### config.mk
export PLATFORM = sky130hd
export DESIGN_NAME = pack_scheduler
export DESIGN_NICKNAME = d
export VERILOG_FILES = /design/src/rtl/pack_pkg.sv /design/src/rtl/btn_debounce.sv /design/src/rtl/pack_scheduler.sv
export SDC_FILE = /design/constraint.sdc
export NUM_CORES = 1
export LEC_CHECK = 0
export ABC_AREA = 1
export BUFFER_PORTS_ARGS = -buffer_cell sky130_fd_sc_hd__buf_2
export CAP_MARGIN = 40
export CORE_AREA = 5 5 109 111
export DETAILED_ROUTE_END_ITERATION = 6
export DIE_AREA = 0 0 114 116
export PLACE_DENSITY = 0.89
export SLEW_MARGIN = 20
export SYNTH_ARGS = -nofsm -noshare
export SYNTH_HDL_FRONTEND = slang
export SYNTH_HIERARCHICAL = 1
export SYNTH_SLANG_ARGS = --single-unit
### constraint.sdc
create_clock -name clk -period 5.1 [get_ports clk]
set_clock_uncertainty 0.15 [all_clocks]
set_input_delay 0.765 -clock clk [delete_from_list [all_inputs] [get_ports clk]]
set_output_delay 0.765 -clock clk [all_outputs]
set_load 0.05 [all_outputs]
### src/rtl/pack_pkg.sv
// Shared definitions for the video pack scheduler: pack field layout and the
// source-rotation helper used to pick the next enabled source.
package pack_pkg;

  localparam int unsigned PACK_W      = 50;
  localparam int unsigned PACK_VS_IDX = 49;
  localparam int unsigned PACK_HS_IDX = 48;
  localparam int unsigned PACK_DE_IDX = 47;

  // Upper bound on the number of sources the helper can scan.
  localparam int unsigned MAX_SRC   = 16;
  localparam int unsigned SEL_MAX_W = 4;

  // First enabled index after sel, scanning sel+1 .. sel+num-1 modulo num.
  // Returns sel unchanged when no other source is enabled.
  function automatic logic [SEL_MAX_W-1:0] next_enabled(
    input logic [SEL_MAX_W-1:0] sel,
    input logic [MAX_SRC-1:0]   mask,
    input int unsigned          num
  );
    logic [SEL_MAX_W-1:0] res;
    logic                 found;
    int unsigned          idx;
    res   = sel;
    found = 1'b0;
    for (int unsigned k = 1; k < MAX_SRC; k++) begin
      if (!found && (k < num)) begin
        idx = (32'(sel) + k) % num;
        if (mask[idx[SEL_MAX_W-1:0]]) begin
          res   = idx[SEL_MAX_W-1:0];
          found = 1'b1;
        end
      end
    end
    return res;
  endfunction

endpackage

### src/rtl/btn_debounce.sv
// Button conditioner: two-flop synchroniser followed by a stability counter.
// Ports:
//   clk, rstn  clock, async active-low reset
//   i_btn      raw asynchronous button, active-high
//   o_level    debounced stable level
//   o_press    one-cycle pulse on a debounced 0->1 transition
module btn_debounce #(
  parameter int unsigned DEB_TICKS = 5_000_000
) (
  input  logic clk,
  input  logic rstn,
  input  logic i_btn,
  output logic o_level,
  output logic o_press
);

  localparam int unsigned CNT_W = $clog2(DEB_TICKS + 1);

  logic             r_sync1;
  logic             r_sync2;
  logic             r_level;
  logic             r_press;
  logic [CNT_W-1:0] r_cnt;

  // Synchronise, then accept a new level only after it has held for DEB_TICKS cycles.
  always_ff @(posedge clk or negedge rstn) begin
    if (!rstn) begin
      r_sync1 <= 1'b0;
      r_sync2 <= 1'b0;
      r_level <= 1'b0;
      r_press <= 1'b0;
      r_cnt   <= '0;
    end else begin
      r_sync1 <= i_btn;
      r_sync2 <= r_sync1;
      r_press <= 1'b0;
      if (r_sync2 == r_level) begin
        r_cnt <= '0;
      end else if (r_cnt == CNT_W'(DEB_TICKS - 1)) begin
        r_level <= r_sync2;
        r_press <= r_sync2;
        r_cnt   <= '0;
      end else begin
        r_cnt <= r_cnt + CNT_W'(1);
      end
    end
  end

  assign o_level = r_level;
  assign o_press = r_press;

endmodule

### src/rtl/pack_scheduler.sv
// Frame-synchronous selector of NUM_SRC video packs. Source changes (manual
// button or auto rotation) take effect only on the active vsync edge of the
// source currently shown; disabled sources are skipped, and a disabled current
// source is left immediately.
// Ports:
//   clk, rstn  clock, async active-low reset
//   switch     raw "next source" button
//   i_auto     enable auto rotation every AUTO_FRAMES frames
//   i_src_en   per-source enable mask
//   i_packs    source k at bits [k*PACK_W +: PACK_W]
//   o_pack     selected pack (registered, one cycle behind o_sel)
//   o_sel      current source index
//   o_pending  manual request waiting for a frame boundary
//   o_switch   one-cycle pulse aligned with an o_sel change
module pack_scheduler
  import pack_pkg::*;
#(
  parameter int unsigned NUM_SRC     = 4,
  parameter int unsigned DEB_TICKS   = 5_000_000,
  parameter int unsigned AUTO_FRAMES = 60,
  parameter int unsigned INIT_SEL    = 0,
  parameter logic        VS_POL      = 1'b1
) (
  input  logic                      clk,
  input  logic                      rstn,
  input  logic                      switch,
  input  logic                      i_auto,
  input  logic [NUM_SRC-1:0]        i_src_en,
  input  logic [NUM_SRC*PACK_W-1:0] i_packs,
  output logic [PACK_W-1:0]         o_pack,
  output logic [$clog2(NUM_SRC)-1:0] o_sel,
  output logic                      o_pending,
  output logic                      o_switch
);

  localparam int unsigned SEL_W = $clog2(NUM_SRC);
  localparam int unsigned FC_W  = $clog2(AUTO_FRAMES + 1);

  logic [PACK_W-1:0] r_pack;
  logic [SEL_W-1:0]  r_sel;
  logic              r_pending;
  logic              r_switch;
  logic              r_vs_prev;
  logic [FC_W-1:0]   r_frame_cnt;

  logic              w_level;
  logic              w_press;
  logic              w_req;
  logic [PACK_W-1:0] w_cur_pack;
  logic              w_cur_vs;
  logic              w_next_vs;
  logic [SEL_W-1:0]  w_next;
  logic              w_bnd;
  logic              w_cur_dis;
  logic              w_mask_zero;
  logic              w_auto_due;
  logic              w_bnd_adv;
  logic              w_adv;
  logic              w_move;

  btn_debounce #(
    .DEB_TICKS (DEB_TICKS)
  ) u_btn (
    .clk     (clk),
    .rstn    (rstn),
    .i_btn   (switch),
    .o_level (w_level),
    .o_press (w_press)
  );

  // Press pulse qualified by the settled level it was generated from.
  assign w_req = w_press & w_level;

  assign w_next = SEL_W'(next_enabled(SEL_MAX_W'(r_sel), MAX_SRC'(i_src_en), NUM_SRC));

  // Current pack, and the vsync of the candidate source so the edge detector
  // can be reloaded on a switch without seeing a false edge.
  always_comb begin
    w_cur_pack = '0;
    w_next_vs  = 1'b0;
    for (int unsigned k = 0; k < NUM_SRC; k++) begin
      if (r_sel == SEL_W'(k)) begin
        w_cur_pack = i_packs[k*PACK_W +: PACK_W];
      end
      if (w_next == SEL_W'(k)) begin
        w_next_vs = i_packs[k*PACK_W + PACK_VS_IDX];
      end
    end
  end

  assign w_cur_vs    = w_cur_pack[PACK_VS_IDX];
  assign w_bnd       = (w_cur_vs == VS_POL) && (r_vs_prev != VS_POL);
  assign w_cur_dis   = ~i_src_en[r_sel];
  assign w_mask_zero = (i_src_en == '0);
  assign w_auto_due  = i_auto && (r_frame_cnt == FC_W'(AUTO_FRAMES - 1));
  // A press landing on the boundary cycle is honoured at that boundary.
  assign w_bnd_adv   = w_bnd && (r_pending || w_req || w_auto_due);
  assign w_adv       = w_cur_dis || w_bnd_adv;
  assign w_move      = w_adv && (w_next != r_sel);

  // Selection, pending request, frame counter and output pack.
  always_ff @(posedge clk or negedge rstn) begin
    if (!rstn) begin
      r_pack      <= '0;
      r_sel       <= SEL_W'(INIT_SEL);
      r_pending   <= 1'b0;
      r_switch    <= 1'b0;
      r_vs_prev   <= VS_POL;
      r_frame_cnt <= '0;
    end else begin
      r_pack   <= w_mask_zero ? '0 : w_cur_pack;
      r_switch <= w_move;

      if (w_move) begin
        r_sel     <= w_next;
        r_vs_prev <= w_next_vs;
      end else begin
        r_vs_prev <= w_cur_vs;
      end

      if (w_bnd_adv || w_move) begin
        r_pending <= 1'b0;
      end else if (w_req) begin
        r_pending <= 1'b1;
      end

      if (!i_auto || w_adv) begin
        r_frame_cnt <= '0;
      end else if (w_bnd) begin
        r_frame_cnt <= r_frame_cnt + FC_W'(1);
      end
    end
  end

  assign o_pack    = r_pack;
  assign o_sel     = r_sel;
  assign o_pending = r_pending;
  assign o_switch  = r_switch;

endmodule
==> out/qor.yml <==
worstSkewPairLatency_ns: 0.36
synth_seq_area_share_pct: 41.1
ctsRootBufferMaster: "clkbuf_8"
timing.fmax_mhz: 322
crit_top_cell: "nand2_2"
worstPathArrival_ns: 3.21
grt_max_degree: 64
wl_met3_um: 1700
syn_area_mm2: 0.00536
cts_tree: "done"
p_comb_share_pct: 65.0
path_depth: 13
synth.avg_cell_area_um2: 7.43
min_period_ns: 3.11
p_sw_share_pct: 54.1
wl_met1_um: 6850
final_util_pct: 65.2
cp_max_fo: 51
grt_pass1_vias: 5754
synth.area.top_cells: "dfrtp_1 (41%), nor2_1 (11%), a21oi_1 (9.6%), o31ai_1 (6.7%), nand2_1 (5.7%)"
worst_hold_slack_ns: 0.204
synth_top_area_share_pct: 40.6
crit_path_end: "r_frame_cnt[2]"
ant_nets: 0
start_util_pct: 50.1
r2r_cells: 13
clkSinkCount: 88
core_area_mm2: 0.0107
numPortBuffers: 261
grt_overflow: 0
die_width_um: 114
die-area_mm2: 0.0132
dp.cells: 1085
vias: 5998
peakVddDrop_mv: 0.366
drive_gt1_share_pct: 34.8
ioPinCount: 262
status: "finished, final reports clean"
area_growth_pct: 30.1
rr_endpoint: "r_frame_cnt[2]"
cts_buffers: 9
wirelength_um: 18600
startpoint: "o_sel[0]"
post_drt_wl_per_cell_um: 16.8
p_int_mw: 2.07
dp_hpwl_um: 14100
synth_warnings: 6
final_common_cell: "buf_2"
drt-initial-drc-count: 435
crit_buf_inv: 3
path_class: "reg2reg"
nNetsFinal: 1170
finalHoldViolCount: 0
synth-seq-cells: 88
final_cells: 1104
wl_met2_um: 9100
n_fill_cell: 956
cap_viol_max_count: 0
fin_area_mm2: 0.00698
hold_path_class: "in2async"
place_congestion: 0.913
cts_setup_buffers: 0
synth_top_flop_cell: "dfrtp_1"
clk_pin_slew_ns: 0.09
r2r_start: "o_sel[0]"
grt.total_usage_pct: 27.5
finalSetupTns_ns: 0
ys_types: 33
seqPwrFrac_pct: 22.8
cp-end-kind: "flip-flop"
layout_common_cells: "buf_2 (260), nor2_1 (154), a21oi_1 (103), dfrtp_1 (87), nand2_1 (81)"
syn_nets: 936
slowest_delay_ns: 0.64
relSlewSlack_pct: 55.8
synth_edf_count: 0
syn_inst: 722
grt_pass1_wl_um: 28700
worst_setup_path_start_kind: "flip-flop"
post_cts_resized: 0
worst_pin_slew_ns: 0.663
slowest_stage: "dfrtp_1"
worst-r2r-setup-slack_ns: 1.99
worstPathRequired_ns: 5.20
rows: 38
yosysTopAreaCell: "dfrtp_1"
rsz0062_at_grt: "no"
top_layer_used: "met5"
pwr-share-clk_pct: 12.2
antenna_found_initial: 3
slew_violations: 0
route.detailed.drc: 0
cts_buffer_depth: 2
synthArstFlopShare_pct: 100
placed_area_mm2: 0.00675
firstDrtPassIters: 5
power.switching_mw: 2.44
die_h_um: 116
via_per_inst: 5.43
power.leakage_nw: 3.48
powerDensity_mw_per_mm2: 646
holdBufCountCts: 0
crit_chain: "ha_2 -> buf_4 -> inv_4 -> o21ai_1 -> nand2_1 -> nand2_1 -> o21ai_2 -> nor2_4 -> nand2_2 -> nand2_2 -> inv_2 -> nand2_2 -> nor2_1"
crit_family: "buffers and inverters"
fin_crit_sh_pct: 60.9
setup_violations: 0
h-tree-depth: 3
multi_input_area_mm2: 0.00280
seqCellArea_mm2: 0.00220
==> synthesized netlist by cell type, drive strengths merged (4+ instances only) <==
| library cell | count |
|---|---|
| dfrtp | 87 |
| nand2 | 100 |
| clkbuf | 30 |
| xnor2 | 4 |
| o21ai | 59 |
| a21oi | 103 |
| nand3 | 31 |
| o31ai | 48 |
| nand4 | 8 |
| xor2 | 11 |
| ha | 6 |
| inv | 47 |
| buf | 15 |
| nor2 | 165 |
==> power by group through the flow <==
stage | combinational, mW | clock [mW] | sequential [mW]
floorplan | 1.51 | 0 | 1.77
global placement | 2.83 | 0 | 1.04
detailed placement | 2.92 | 0 | 1.04
CTS | 2.93 | 0.556 | 1.03
global route | 3.20 | 0.586 | 1.05
finish | 2.93 | 0.548 | 1.03
==> sequential cells by signal, indices dropped and copies added (netlist names), 2 cells and up <==
register     flops
o_pack          50
u_btn/r_cnt     23
r_frame_cnt      6
o_sel            2
==> cell type report <==
type / count / share of cell area, %
diodes: 3 / 0.108
clock buffers: 11 / 2.03
clock inverters: 5 / 1.17
inverters: 47 / 2.60
multi-input cells: 542 / 40.1
flip-flops and latches: 88 / 31.6
well taps: 140 / 2.51
repair buffers: 268 / 19.9
==> how the worst min path moves through the flow <==
stage	startpoint	end	cells past startpoint
finish	rstn	u_btn/r_cnt[13]	1
detailed placement	u_btn/r_sync1	u_btn/r_sync2	0
global placement	u_btn/r_sync1	u_btn/r_sync2	0
global route	rstn	u_btn/r_cnt[7]	1
CTS	rstn	u_btn/r_cnt[7]	1
floorplan	u_btn/r_sync1	u_btn/r_sync2	0
==> per-stage QoR <==
stage	total power [mW]	worst slack (ns)
finish	4.50	1.99
global route	4.84	1.76
CTS	4.52	2.03
detailed placement	3.96	2.05
global placement	3.87	2.12
floorplan	3.28	2.69
==> cell families (layout without fill, tap and decap cells) <==
logic type,Yosys count,after routing,synth area share [%]
compound gates,212,212,22.2
xor+xnor,15,15,2.59
fa+ha+maj,6,6,1.40
buf+inv,92,331,7.19
flops,88,88,41.1
other cells,0,3,0
simple gates,309,309,25.6
==> per-layer routing <==
layer	GRT usage (%)	vias to the layer above
li1	-	2876
met1	33.7	2746
met2	44.0	302
met3	8.25	70
met4	14.3	4
met5	0	-
(Power assumes the default switching activity.)
